==> config.mk <==
export PLATFORM = sky130hd
export DESIGN_NAME = uart_tx
export DESIGN_NICKNAME = d
export VERILOG_FILES = /design/src/rtl/uart_pkg.sv /design/src/rtl/sync_fifo.sv /design/src/rtl/uart_tx.sv
export SDC_FILE = /design/constraint.sdc
export NUM_CORES = 1
export LEC_CHECK = 0
export ABC_AREA = 0
export BUFFER_PORTS_ARGS = -buffer_cell sky130_fd_sc_hd__buf_2
export CAP_MARGIN = 10
export CORE_ASPECT_RATIO = 0.9
export CORE_MARGIN = 5
export CORE_UTILIZATION = 25
export CTS_CLUSTER_DIAMETER = 40
export DETAILED_ROUTE_END_ITERATION = 7
export GPL_ROUTABILITY_DRIVEN = 0
export GPL_TIMING_DRIVEN = 0
export REMOVE_ABC_BUFFERS = 1
export SLEW_MARGIN = 20
export SYNTH_ARGS = -nofsm -noshare
export SYNTH_HDL_FRONTEND = slang
export SYNTH_SLANG_ARGS = --single-unit
==> constraint.sdc <==
create_clock -name clk_i -period 7.86 [get_ports clk_i]
set_input_delay 0.786 -clock clk_i [delete_from_list [all_inputs] [get_ports clk_i]]
set_output_delay 0.786 -clock clk_i [all_outputs]
set_load 0.005 [all_outputs]
==> src/rtl/uart_pkg.sv <==
// Shared UART definitions: transmitter state encoding and baud divisor helper.
// Used by both uart_tx and uart_rx.
package uart_pkg;

   typedef enum logic [1:0] {
      IDLE,
      START,
      DATA,
      STOP
   } tx_state_e;

   // Clock cycles per line bit; truncating division.
   function automatic int unsigned baud_div(input int unsigned clk_freq,
                                            input int unsigned baud_rate);
      return clk_freq / baud_rate;
   endfunction

endpackage

==> src/rtl/sync_fifo.sv <==
// Single-clock FIFO with registered full/empty flags and a combinational head read.
// Writes while full are dropped, even when a read happens in the same cycle.
module sync_fifo #(
   parameter int DATA_WIDTH = 8,
   parameter int FIFO_DEPTH = 16
) (
   input  logic                  clk_i,
   input  logic                  rst_ni,
   input  logic                  wr_en,
   input  logic                  rd_en,
   input  logic [DATA_WIDTH-1:0] din,
   output logic [DATA_WIDTH-1:0] dout,
   output logic                  full,
   output logic                  empty
);

   localparam int AW = $clog2(FIFO_DEPTH);
   localparam logic [AW:0] DEPTH_C = (AW+1)'(FIFO_DEPTH);

   logic [DATA_WIDTH-1:0] mem [FIFO_DEPTH];
   logic [AW-1:0]         wr_ptr_q, rd_ptr_q;
   logic [AW:0]           count_q, count_d;
   logic                  wr_ok, rd_ok;

   assign wr_ok = wr_en && !full;
   assign rd_ok = rd_en && !empty;
   assign dout  = mem[rd_ptr_q];

   always_comb begin
      count_d = count_q;
      case ({wr_ok, rd_ok})
         2'b10:   count_d = count_q + 1'b1;
         2'b01:   count_d = count_q - 1'b1;
         default: count_d = count_q;
      endcase
   end

   always_ff @(posedge clk_i or negedge rst_ni) begin
      if (!rst_ni) begin
         wr_ptr_q <= '0;
         rd_ptr_q <= '0;
         count_q  <= '0;
         full     <= 1'b0;
         empty    <= 1'b1;
      end else begin
         if (wr_ok) wr_ptr_q <= wr_ptr_q + 1'b1;
         if (rd_ok) rd_ptr_q <= rd_ptr_q + 1'b1;
         count_q <= count_d;
         full    <= (count_d == DEPTH_C);
         empty   <= (count_d == '0);
      end
   end

   // Storage carries no reset; validity is tracked by the pointers.
   always_ff @(posedge clk_i) begin
      if (wr_ok) mem[wr_ptr_q] <= din;
   end

endmodule

==> src/rtl/uart_tx.sv <==
// Buffered UART transmitter: FIFO-fed 8N1-style serialiser, LSB first, no parity.
// Frames run back-to-back without an idle gap while enabled and data is queued.
module uart_tx
   import uart_pkg::*;
#(
   parameter int CLK_FREQ   = 50_000_000,
   parameter int BAUD_RATE  = 115_200,
   parameter int DATA_WIDTH = 8,
   parameter int FIFO_DEPTH = 16
) (
   input  logic                  clk_i,
   input  logic                  rst_ni,
   input  logic                  tx_en_i,
   input  logic                  tx_we_i,
   input  logic [DATA_WIDTH-1:0] din_i,
   output logic                  tx_bit_o,
   output logic                  full_o,
   output logic                  empty_o,
   output logic                  busy_o
);

   localparam int unsigned BAUD_DIV = baud_div(CLK_FREQ, BAUD_RATE);
   localparam int BCW = (BAUD_DIV > 1) ? $clog2(BAUD_DIV) : 1;
   localparam int BTW = (DATA_WIDTH > 1) ? $clog2(DATA_WIDTH) : 1;
   localparam logic [BCW-1:0] BAUD_LAST = BCW'(BAUD_DIV - 1);
   localparam logic [BTW-1:0] BIT_LAST  = BTW'(DATA_WIDTH - 1);

   tx_state_e             state_q, state_d;
   logic [BCW-1:0]        baud_cnt_q, baud_cnt_d;
   logic [BTW-1:0]        bit_cnt_q, bit_cnt_d;
   logic [DATA_WIDTH-1:0] shift_q, shift_d;
   logic                  tx_bit_q, tx_bit_d;
   logic                  pop, baud_done;
   logic [DATA_WIDTH-1:0] fifo_dout;

   sync_fifo #(
      .DATA_WIDTH (DATA_WIDTH),
      .FIFO_DEPTH (FIFO_DEPTH)
   ) u_fifo (
      .clk_i  (clk_i),
      .rst_ni (rst_ni),
      .wr_en  (tx_we_i),
      .rd_en  (pop),
      .din    (din_i),
      .dout   (fifo_dout),
      .full   (full_o),
      .empty  (empty_o)
   );

   assign baud_done = (baud_cnt_q == BAUD_LAST);
   assign busy_o    = (state_q != IDLE);
   assign tx_bit_o  = tx_bit_q;

   always_comb begin
      state_d    = state_q;
      baud_cnt_d = baud_cnt_q;
      bit_cnt_d  = bit_cnt_q;
      shift_d    = shift_q;
      pop        = 1'b0;
      tx_bit_d   = 1'b1;

      if (state_q != IDLE) baud_cnt_d = baud_done ? '0 : baud_cnt_q + 1'b1;

      case (state_q)
         IDLE: begin
            if (tx_en_i && !empty_o) begin
               pop        = 1'b1;
               shift_d    = fifo_dout;
               baud_cnt_d = '0;
               state_d    = START;
            end
         end
         START: begin
            if (baud_done) begin
               bit_cnt_d = '0;
               state_d   = DATA;
            end
         end
         DATA: begin
            if (baud_done) begin
               shift_d = shift_q >> 1;
               if (bit_cnt_q == BIT_LAST) state_d = STOP;
               else                       bit_cnt_d = bit_cnt_q + 1'b1;
            end
         end
         STOP: begin
            // Chain straight into the next start bit when more data is waiting.
            if (baud_done) begin
               if (tx_en_i && !empty_o) begin
                  pop     = 1'b1;
                  shift_d = fifo_dout;
                  state_d = START;
               end else begin
                  state_d = IDLE;
               end
            end
         end
         default: state_d = IDLE;
      endcase

      // Line level is registered from the next state so it changes with the FSM.
      case (state_d)
         START:   tx_bit_d = 1'b0;
         DATA:    tx_bit_d = shift_d[0];
         default: tx_bit_d = 1'b1;
      endcase
   end

   always_ff @(posedge clk_i or negedge rst_ni) begin
      if (!rst_ni) begin
         state_q    <= IDLE;
         baud_cnt_q <= '0;
         bit_cnt_q  <= '0;
         tx_bit_q   <= 1'b1;
      end else begin
         state_q    <= state_d;
         baud_cnt_q <= baud_cnt_d;
         bit_cnt_q  <= bit_cnt_d;
         tx_bit_q   <= tx_bit_d;
      end
   end

   always_ff @(posedge clk_i) begin
      shift_q <= shift_d;
   end

endmodule

Word level (Yosys, flattened, before mapping)
Memories as Yosys holds them, arrays and structs flattened. Index checks and enable logic that the tools add are counted.

Bits in registers: 38. Memory bits (writable): 128. Bits of input ports: 12. Word-level logic and storage cells: 70. Memories: 1.

Memories: u_fifo.mem (words 16, bits a word 8, rd ports 1, clocked after Yosys merged registers in 0, wr ports 1, line sync_fifo.sv:20) `logic [DATA_WIDTH-1:0] mem [FIFO_DEPTH];`.

Add/sub/neg operators: 6. Eq/ne operators: 14. Mux-type cells: 26. Reduce and logical (&&, ||, !) cells: 12.

Operators by type and width (number): $mux 9 (4); $mux 8 (3); $pmux 8 s3 (1); $mux 2 (5); $pmux 5 s2 (1); $add 9x1->9 const B (1); $eq 9x9->1 const B (1); $mux 3 (3); $add 4x1->4 const B (2); $eq 2x2->1 const B (4); $ne 2x2->1 const B (4); $pmux 2 s4 (1); $eq 2x1->1 const B (3); $pmux 3 s2 (1); $add 5x1->5 const B (1); $eq 5x5->1 const B (1); $logic_not 5->1 (1); $mux 1 (5); $sub 5x1->5 const B (1); $pmux 1 s2 (2); $reduce_and 4->1 (1); $reduce_bool 2->1 (2); $add 3x1->3 const B (1); $eq 3x3->1 const B (1); 5 further kinds (8).

Longest topological paths before layout
Gate-level depths: netlist of run 1.

Word-level depth: 9. Depth in mapped cells: 12. Gate-level depth less buffers: 12.

Cells and area by module
From an unflattened synthesis of run 1, not the netlist that was laid out.

Cell total of the unflattened synthesis: 415. Area, all modules: 7159.4 sq um.

By module, submodules not included: sync_fifo (instances 1, cells each 276, area an instance 5761.8 sq um); uart_tx (instances 1, cells each 139, area an instance 1397.6 sq um).

Worst setup path before layout of run 1
OpenSTA, ideal clock, no wires.

Kind: input port to flip-flop. Start point: input tx_we_i. End point: register u_fifo.full. Setup time: 94 ps. Arrival time: 2823 ps. Path slack: 4943 ps. Stages on the path: 10. Cell sequence: nor2b_1 > clkbuf_1 > inv_1 > ha_1 > fa_1 > a21o_1 > a21oi_1 > xor2_1 > or3_1 > a211oi_1.

Cells in the longest elaborated chain, start to end: 4. Elaborated cells on any way between the ends: 5. Those cells by class: 3 x eq/ne; 1 x mux; 1 x reduce/logical.

Ends and longest elaborated chain: start: declaration (line uart_tx.sv:14) `input logic tx_we_i,`; $logic_and 1x1->1 (*) (line sync_fifo.sv:25) `assign wr_ok = wr_en && !full;`; $eq 2x1->1 or $eq 2x2->1 (tied branches) (line sync_fifo.sv:31) `case ({wr_ok, rd_ok})`; $pmux 5 s2 (*) (line sync_fifo.sv:31); $eq 5x5->1 (*) (line sync_fifo.sv:49) `full <= (count_d == DEPTH_C);`; end signal: assignment (line sync_fifo.sv:49); end: declaration (line sync_fifo.sv:13) `output logic full,`.

Mark *: on every way between the ends. The rest lies on a longest branch, timed or not. A chain may end at the register's enable or synchronous reset.

Final worst setup path of run 1
Start point: register baud_cnt_q[1]. End point: register u_fifo.full.

Cells in the longest elaborated chain, start to end: 7. Elaborated cells on any way between the ends: 8. Those cells by class: 4 x eq/ne; 3 x mux; 1 x reduce/logical.

Ends and longest elaborated chain: start: declaration (line uart_tx.sv:29) `logic [BCW-1:0] baud_cnt_q, baud_cnt_d;`; start signal: assignment (line uart_tx.sv:117) `baud_cnt_q <= baud_cnt_d;`; $eq 9x9->1 (*) (line uart_tx.sv:50) `assign baud_done = (baud_cnt_q == BAUD_LAST);`; $mux 1 (*) (line uart_tx.sv:88) `if (baud_done) begin`; $pmux 1 s2 (*) (line uart_tx.sv:64) `case (state_q)`; $logic_and 1x1->1 (*) (line sync_fifo.sv:26) `assign rd_ok = rd_en && !empty;`; named net u_fifo.rd_ok (line sync_fifo.sv:23) `logic wr_ok, rd_ok;`; $eq 2x1->1 or $eq 2x2->1 (tied branches) (line sync_fifo.sv:31); $pmux 5 s2 (*) (line sync_fifo.sv:31); $eq 5x5->1 (*) (line sync_fifo.sv:49).

The timed path passes the listed nets; every way through them passes the cells marked *.

==> results of run 1 <==
==> worst register-to-register path, stage by stage, from the launching register on <==
cell      delay, ps
dfrtp_1         420
inv_1           100
ha_1            160
and4bb_1        240
a31oi_1         150
nor3_2          350
ha_1            370
ha_1            310
a21o_1          190
a21oi_1         160
xor2_1          100
or3_1           360
a211oi_1        310
==> metrics by stage <==
stage,std cells,setup WS [ps],cell area [um^2]
after global routing,810,4280,8130
after CTS,810,4510,8130
final,810,4520,8130
after floorplan,402,4900,7000
after global placement,777,4320,7520
after detailed placement,778,4360,7550
==> placed cells by master, fill, tap and decap left out, types with 2 or more instances in the layout <==
master / instances
edfxtp_1: 135
mux4_2: 39
dfrtp_1: 26
o21ai_0: 23
nand2_1: 20
ha_1: 19
and2_1: 17
clkbuf_16: 17
buf_2: 15
inv_1: 11
clkinv_1: 8
o21ai_1: 8
xnor2_1: 8
nor2_1: 8
nor3_1: 7
a22oi_1: 7
a21oi_1: 7
nor2b_1: 5
nand3_1: 5
a31oi_1: 4
xor2_1: 4
and3_1: 4
inv_6: 4
clkinv_4: 4
a211oi_1: 3
o31ai_1: 3
nand2b_1: 2
or3_1: 2
a21o_1: 2
mux2_2: 2
nand4b_1: 2
nor3b_1: 2
nand4_1: 2
dfstp_2: 2
==> routing by layer <==
metal,vias to the layer above,part of all wire,track usage
met4,0,0.012,0.0283
met2,93,0.48,0.149
met3,15,0.053,0.0239
met1,1885,0.45,0.116
li1,1683,-,-
met5,-,0,0
==> flip-flops by register name (all words and copies together) (netlist names) <==
register         count
tx_bit_o             1
shift_q              8
u_fifo.wr_ptr_q      4
baud_cnt_q           9
bit_cnt_q            3
u_fifo.count_q       5
u_fifo.full          1
u_fifo.empty         1
u_fifo.mem         128
state_q              2
u_fifo.rd_ptr_q      4
==> worst paths after layout <==
path                                                   to  slack [ps]
max reg2reg                         u_fifo.full$_DFF_PN0_        4520
min in group clk_i               bit_cnt_q[1]$_DFFE_PN0P_         520
max in group asynchronous  u_fifo.rd_ptr_q[0]$_DFFE_PN0P_        6900
min                               baud_cnt_q[3]$_DFF_PN0_         420
min reg2reg                      bit_cnt_q[1]$_DFFE_PN0P_         520
max                                 u_fifo.full$_DFF_PN0_        4520
==> cell type report <==
cell class              instances  area [um^2]
clock inverters                14          144
repair buffers                 16          103
flip-flops and latches        166         4830
inverters                      18         67.6
multi-input cells             218         2100
well taps                     360          450
fillers                      2686        19800
clock buffers                  18          429
==> kinds of logic (layout without fill, tap and decap cells) <==
| family | count (synthesis) | count (layout) | share of synthesized area |
|---|---|---|---|
| flip-flops | 166 | 166 | 0.682 |
| adder cells (fa/ha/maj) | 20 | 20 | 0.0364 |
| AO/OA/AOI/OAI | 62 | 62 | 0.0522 |
| XOR/XNOR | 12 | 12 | 0.0149 |
| multiplexers | 42 | 42 | 0.129 |
| AND/OR/NAND/NOR | 82 | 82 | 0.0647 |
| buffers and inverters | 32 | 66 | 0.0210 |
==> power groups by stage <==
stage | clock (mW) | sequential (mW) | combinational (mW)
final | 0.803 | 1.09 | 0.222
after floorplan | 0 | 1.10 | 0.153
after global placement | 0 | 1.10 | 0.216
after global routing | 0.854 | 1.10 | 0.249
after CTS | 0.819 | 1.09 | 0.228
after detailed placement | 0 | 1.11 | 0.226
==> metrics.csv, run 1 <==
metric,value,unit
status,finished clean,
CTS Buffer Depth,2,
post-synth top area cell,edfxtp_1,
share of layout cells above drive strength 1,0.207,
Comb power frac,0.105,
Max Fclk,299,MHz
final period utilization,0.425,
CTS sink cnt,166,
Levels on crit path,12,
DRC,0,
post-cts repair resize count,0,
core area,0.0279,mm^2
dominant register cell in the synthesized netlist,edfxtp_1,
post-CTS setup repair buffer count,0,
Initial Util,0.253,
Reg2Reg Depth,12,
CP peak stage delay,420,ps
HP Class,in -> async,
Synth warnings,0,
vias in the first global route,3874,
via count,3676,
Sequential Power Share,0.516,
CTS Buf Count,17,
CTS Hold Bufs,0,
unrepaired setup endpoints after global routing,no,
initial antenna violation count,0,
Synth top area share,0.573,
Final Max Slew Viols,0,
critical path's slowest cell,dfrtp_1,
switching share of total power,0.252,
CP required,8170,ps
standby leakage power,2.68,nW
Layout Skew,7.81,ps
NetSw,532,uW
CP max FO,5,
syn avg cell area,17.0,um^2
Netlist cell types,49,
clk_lat worst skew,420,ps
synthesized flop and latch total,166,
CP startpoint kind,flip-flop,
Final Hold Vio Count,0,
most frequent cell after synthesis,edfxtp_1,
CP startpoint,baud_cnt_q[1]$_DFF_PN0_,
Crit. End Element,flip-flop,
clock power share,0.379,
initial detailed-routing violation count,311,
Post-synth EDFFs,135,
gr usage total,0.0898,
Final Util,0.291,
synth top area cells,"edfxtp_1, mux4_2, dfrtp_1",
Pre-Repair DR Iteration Count,5,
Post-DRT Antenna Nets,0,
Die X,187,um
hold slack,422,ps
Worst Tran Pin Value,983,ps
CP top delay family,simple AND/OR/NAND/NOR gates,
Max-slew headroom,0.338,
critical path class,reg -> reg,
I/O pin total,16,
Die Y-Extent,170,um
Internal Power,1.58,mW
CTS tree,built,
post-synthesis instance total,416,
overall power,2.12,mW
setup TNS,0,ps
total congestion overflow,0,
drt via density,4.54,
Area growth syn-to-layout,14.8,%
drt wl/cell,16.9,um
Buffers on Ports,15,
fin nets,469,
largest net degree at the start of global routing,36,
"Reg clk slew, reported paths",70,ps
Routed WL,13.7,mm
most frequent cells after synthesis,"edfxtp_1, mux4_2, dfrtp_1",
row count,58,
RR Startpoint,baud_cnt_q[1]$_DFF_PN0_,
CP Cell Sequence,"inv_1, ha_1, and4bb_1, a31oi_1, nor3_2, ha_1, ha_1, a21o_1, a21oi_1, xor2_1, or3_1, a211oi_1",
first-pass GRT wire length,21.8,mm
most common cell type on the critical path,ha_1,
HPWL after DPL,9.10,mm
synthesized cell area,0.00708,mm^2
cell area power density,260,mW/mm^2
fraction of registers with async set/reset,0.181,
crit path buf inv count,1,
root buffer cell,clkbuf_16,
die area,0.0318,mm^2
H-tree Lvls,4,
final setup violation count,0,
max_cap viols,0,
crit path DAT,3650,ps
sequential share of the synthesized area,0.682,
Tmin final,3340,ps
maximum VDD drop,0.143,mV
Ant. Diodes,0,
No activity file was read; power rests on OpenSTA's default activity.
==> run 2: changes to the inputs <==
clock period = 3.3 ns   (was 7.86 ns; I/O delays follow)
==> run 2 against run 1 <==
  * Fmax increased by 5.7%
  * Cell area up 0.40%
  * Non-clock buffer count increased by 2
  * Sequential share of layout area is 0.24 points lower
  * Setup slack worse by 4400 ps
  * Flip-flop and latch count unchanged
  * Sequential power is 140% higher
  * Clock power up 140%
  * Via count fell by 0.38%
  * Global-route usage about the same
  * Critical path type unchanged
==> metrics.csv, run 2 (synthesized netlist as in run 1, its figures left out) <==
metric,value,unit,change
status,finished clean,,
total congestion overflow,0,,unchanged
cell area power density,619,mW/mm^2,+140%
drt via density,4.51,,-0.63%
critical path class,reg -> reg,,
HP Class,in -> reg,,
final period utilization,0.957,,+0.532
register area,0.00483,mm^2,unchanged
"most common cell after layout, fill and taps aside",edfxtp_1,,
CP required,3610,ps,-4560 ps
crit path DAT,3470,ps,-180 ps
gr usage total,0.0903,,+0.000488
standby leakage power,2.69,nW,+0.32%
Tmin final,3160,ps,-181 ps
CTS tree,built,,
Post-DRT Antenna Nets,0,,unchanged
fill count,2689,,+0.11%
CP max FO,5,,unchanged
die area,0.0318,mm^2,unchanged
worst setup margin,142,ps,-4380 ps
Layout Skew,8.50,ps,+0.693 ps
final setup violation count,0,,unchanged
Area growth syn-to-layout,15.3,%,
pre-CTS setup slack,-5.46,ps,-4370 ps
root buffer cell,clkbuf_16,,
HPWL after DPL,9.10,mm,unchanged
CP top delay family,compound AO/OA/AOI/OAI gates,,
first-pass GRT wire length,22.0,mm,+0.57%
overall power,5.05,mW,+140%
initial detailed-routing violation count,339,,+9.0%
share of layout cells above drive strength 1,0.215,,+0.00794
Largest regs,"u_fifo.mem x128, baud_cnt_q x9, shift_q x8",,
H-tree Lvls,4,,unchanged
vias in the first global route,3887,,+0.34%
CP startpoint kind,flip-flop,,
Worst Tran Pin Value,984,ps,+0.748 ps
Final Max Slew Viols,0,,unchanged
fin nets,471,,+0.43%
Pre-Repair DR Iteration Count,5,,unchanged
CTS sink cnt,166,,unchanged
Final Util,0.292,,+0.00116
Post-Layout Cell Count,812,,+0.25%
largest net degree at the start of global routing,36,,unchanged
cell area after layout,0.00816,mm^2,+0.40%
drt wl/cell,16.9,um,+0.21%
area of the multi-input gates,0.00212,mm^2,+0.71%
Final Hold Vio Count,0,,unchanged
"Reg clk slew, reported paths",70,ps,about the same
row count,58,,unchanged
core area,0.0279,mm^2,unchanged
Routed WL,13.7,mm,+0.45%
Die Y-Extent,170,um,unchanged
CP Cell Sequence,"inv_1, ha_1, and4bb_1, a31oi_2, nor3_2, ha_2, fa_1, a21o_1, a21oi_1, xor2_1, or3_1, a211oi_1",,
critical path's slowest cell,fa_1,,
most frequent cells in the layout,"edfxtp_1, mux4_2, dfrtp_1",,
Largest register FFs,128,,unchanged
Crit. End Element,flip-flop,,
maximum VDD drop,0.340,mV,+140%
clk_lat worst skew,420,ps,about the same
setup TNS,0,ps,unchanged
Worst R2R Setup Slack,140,ps,-4380 ps
unrepaired setup endpoints after global routing,no,,
CTS Buf Count,17,,unchanged
Max-slew headroom,0.337,,-0.000504
via count,3662,,-0.38%
Ant. Diodes,0,,unchanged
placement-stage cell area,0.00755,mm^2,unchanged
DRC,0,,unchanged
I/O pin total,16,,unchanged
CTS Buffer Depth,2,,unchanged
Max Fclk,317,MHz,+5.7%
initial antenna violation count,0,,unchanged
Buffers on Ports,15,,unchanged
hold slack,289,ps,-133 ps
dpl cells,778,,unchanged
max_cap viols,0,,unchanged
Largest Register,u_fifo.mem,,
Die X,187,um,unchanged
CP peak stage delay,410,ps,about the same
crit path buf inv count,1,,unchanged
Initial Util,0.253,,unchanged
[run 2: cell types whose count changed in the layout (fill, tap and decap cells not counted), sizes merged]
cell         delta
dlygate4sd3     +1
buf             +1
[run 2: cell type report]
cell class              instances  share of cell area
clock buffers                  18              0.0526
flip-flops and latches        166               0.592
clock inverters                14              0.0176
well taps                     360              0.0552
repair buffers                 18              0.0147
inverters                      18             0.00828
multi-input cells             218               0.259
[run 2: path summary, 6_finish.rpt]
check / from / endpoint / cells after the start
max in group asynchronous: rst_ni / u_fifo.rd_ptr_q[0]$_DFFE_PN0P_ / 2
min in group asynchronous: rst_ni / baud_cnt_q[3]$_DFF_PN0_ / 2
min reg2reg: bit_cnt_q[1]$_DFFE_PN0P_ / bit_cnt_q[1]$_DFFE_PN0P_ / 2
min: din_i[2] / u_fifo.mem[9][2]$_DFFE_PP_ / 1
max: baud_cnt_q[1]$_DFF_PN0_ / u_fifo.full$_DFF_PN0_ / 12
max reg2reg: baud_cnt_q[1]$_DFF_PN0_ / u_fifo.full$_DFF_PN0_ / 12
[run 2: power breakdown]
part / internal [mW] / switching (mW)
logic: 0.225 / 0.312
registers: 2.49 / 0.107
clock network: 1.06 / 0.853
total: 3.78 / 1.27
[run 2: per-layer routing]
metal / GRT usage / wire [um]
met5: 0 / 0
met4: 0.0283 / 170
met3: 0.0239 / 455
met2: 0.150 / 6670
met1: 0.116 / 6430
[run 2: what timing repair did]
action | CTS | global route
buffers inserted | 1 | 0
hold endpoints to repair | 28 | 0
gates resized for setup | 0 | 4
pin swaps | 1 | 1
hold buffers | 1 | 0
setup endpoints to repair | 2 | 2
==> run 3: changes to the inputs <==
BUFFER_PORTS_ARGS = -buffer_cell sky130_fd_sc_hd__clkbuf_2   (was -buffer_cell sky130_fd_sc_hd__buf_2)
==> run 3 against run 2 <==
  * Die area unchanged
  * Non-clock buffer count is 1 lower
  * Hold slack lost 300 ps
  * Cell area decreased by 0.28%
  * Critical endpoint unchanged
  * Power down 1.6%
  * Flip-flop and latch count unchanged
  * Sequential share of layout area grew 0.16 points
  * The flow now finishes with violations (hold timing)
==> metrics.csv, run 3 (synthesized netlist as in run 1, its figures left out) <==
metric,value,unit,change
status,finished with violations,,
violated checks,hold timing,,
switching share of total power,0.245,,-0.00671
fill count,2703,,+0.52%
Comb power frac,0.110,,+0.004
initial detailed-routing violation count,355,,+4.7%
drt via density,4.47,,-0.88%
Largest regs,"u_fifo.mem x128, baud_cnt_q x9, shift_q x8",,
register area,0.00483,mm^2,unchanged
largest net degree at the start of global routing,36,,unchanged
CTS sink cnt,166,,unchanged
NetSw,1.22,mW,-4.2%
Post-DRT Antenna Nets,0,,unchanged
RR Startpoint,baud_cnt_q[0]$_DFF_PN0_,,
Final Hold Vio Count,9,,+9
drt wl/cell,17.0,um,+0.47%
clock power share,0.366,,-0.013
Largest register FFs,128,,unchanged
row count,58,,unchanged
hold slack,-6.93,ps,-296 ps
standby leakage power,2.68,nW,-0.28%
CTS tree,built,,
gr usage total,0.0901,,-0.000262
"most common cell after layout, fill and taps aside",edfxtp_1,,
overall power,4.97,mW,-1.6%
die area,0.0318,mm^2,unchanged
CP max FO,6,,+1
Area growth syn-to-layout,15.0,%,
CTS Hold Bufs,0,,-1
Reg2Reg Depth,11,,-1
Worst R2R Setup Slack,200,ps,+60 ps
Post-Layout Cell Count,808,,-0.49%
Internal Power,3.75,mW,-0.67%
core area,0.0279,mm^2,unchanged
Routed WL,13.7,mm,about the same
most frequent cells in the layout,"edfxtp_1, mux4_2, dfrtp_1",,
total congestion overflow,0,,unchanged
reg2reg end,u_fifo.full$_DFF_PN0_,,
maximum VDD drop,0.382,mV,+12%
initial antenna violation count,0,,unchanged
HPWL after DPL,9.03,mm,-0.77%
max_cap viols,0,,unchanged
Die X,187,um,unchanged
CP required,3620,ps,about the same
Die Y-Extent,170,um,unchanged
Tmin final,3100,ps,-58.9 ps
root buffer cell,clkbuf_16,,
Max-slew headroom,0.259,,-0.0781
critical path class,reg -> reg,,
CTS Buffer Depth,2,,unchanged
Ant. Diodes,0,,unchanged
cell area power density,611,mW/mm^2,-1.3%
"Reg clk slew, reported paths",60,ps,about the same
crit path DAT,3410,ps,-60 ps
first-pass GRT wire length,22.0,mm,+0.16%
HP Class,in -> async,,
Buffers on Ports,15,,unchanged
I/O pin total,16,,unchanged
dpl cells,778,,unchanged
Final Max Slew Viols,0,,unchanged
share of layout cells above drive strength 1,0.210,,-0.00478
Initial Util,0.253,,unchanged
area of the multi-input gates,0.00214,mm^2,+1.2%
Crit. End Element,flip-flop,,
H-tree Lvls,4,,unchanged
fin nets,470,,-0.21%
Worst Tran Pin Value,1100,ps,+116 ps
setup TNS,0,ps,unchanged
CTS Buf Count,17,,unchanged
Sequential Power Share,0.523,,+0.008
Pre-Repair DR Iteration Count,5,,unchanged
DRC,0,,unchanged
Largest Register,u_fifo.mem,,
final period utilization,0.939,,-0.0179
final setup violation count,0,,unchanged
via count,3612,,-1.4%
CP startpoint kind,flip-flop,,
vias in the first global route,3924,,+0.95%
clk_lat worst skew,420,ps,about the same
Max Fclk,323,MHz,+1.9%
Layout Skew,12.1,ps,+3.60 ps
-- run 3: worst max-delay path: stages, from the launching register on --
cell and delay (ps):
dfrtp_1 440, ha_1 240, and4bb_1 260, a31oi_4 260
nor3_4 80, ha_4 190, fa_1 410, a21o_1 170
a21oi_1 190, xor2_1 120, or3_1 360, a211oi_1 270
-- run 3: metrics by stage --
| stage | utilization | setup WS (ps) | instance area (um^2) |
|---|---|---|---|
| final | 0.291 | 201 | 8140 |
| after floorplan | - | 394 | 7000 |
| after CTS | 0.290 | 37.4 | 8100 |
| after global routing | 0.291 | -53.0 | 8140 |
| after detailed placement | 0.270 | -23.6 | 7550 |
| after global placement | 0.269 | -259 | 7520 |
-- run 3: timing repair --
item / in CTS / in global routing
endpoints found under the setup margin: 2 / 3
resized for setup: 1 / 5
pin swaps: 1 / 1
setup buffers: 1 / 0
-- run 3: worst max-delay path by stage --
stage,start,endpoint,slack (ps),depth (start not counted)
after floorplan,baud_cnt_q[0]$_DFF_PN0_,u_fifo.full$_DFF_PN0_,390,11
after global placement,u_fifo.rd_ptr_q[0]$_DFFE_PN0P_,shift_q[4]$_DFFE_PP_,-260,4
after detailed placement,baud_cnt_q[1]$_DFF_PN0_,u_fifo.empty$_DFF_PN1_,-20,10
after CTS,baud_cnt_q[1]$_DFF_PN0_,u_fifo.empty$_DFF_PN1_,40,12
after global routing,baud_cnt_q[1]$_DFF_PN0_,u_fifo.empty$_DFF_PN1_,-50,12
final,baud_cnt_q[0]$_DFF_PN0_,u_fifo.full$_DFF_PN0_,200,11
-- run 3: cell type report --
| class | instances | share of cell area |
|---|---|---|
| tap | 360 | 0.0554 |
| timing repair buffer | 17 | 0.0135 |
| inverter | 18 | 0.00830 |
| multi-input combinational | 218 | 0.263 |
| clock buffer | 18 | 0.0527 |
| sequential | 166 | 0.594 |
| clock inverter | 11 | 0.0131 |
-- run 3: layer usage --
metal	up-vias	GRT usage	part of all wire
li1	1673	-	-
met1	1874	0.114	0.46
met2	60	0.153	0.51
met3	5	0.0263	0.032
met4	0	0.0235	0.0022
met5	-	0	0
-- run 3: power by group through the flow --
stage                     combinational (mW)  clock, mW  sequential [mW]
after global placement                 0.515          0             2.63
after floorplan                        0.366          0             2.61
final                                  0.549       1.82             2.60
after global routing                   0.609       1.96             2.62
after CTS                              0.546       1.86             2.61
after detailed placement               0.543          0             2.65
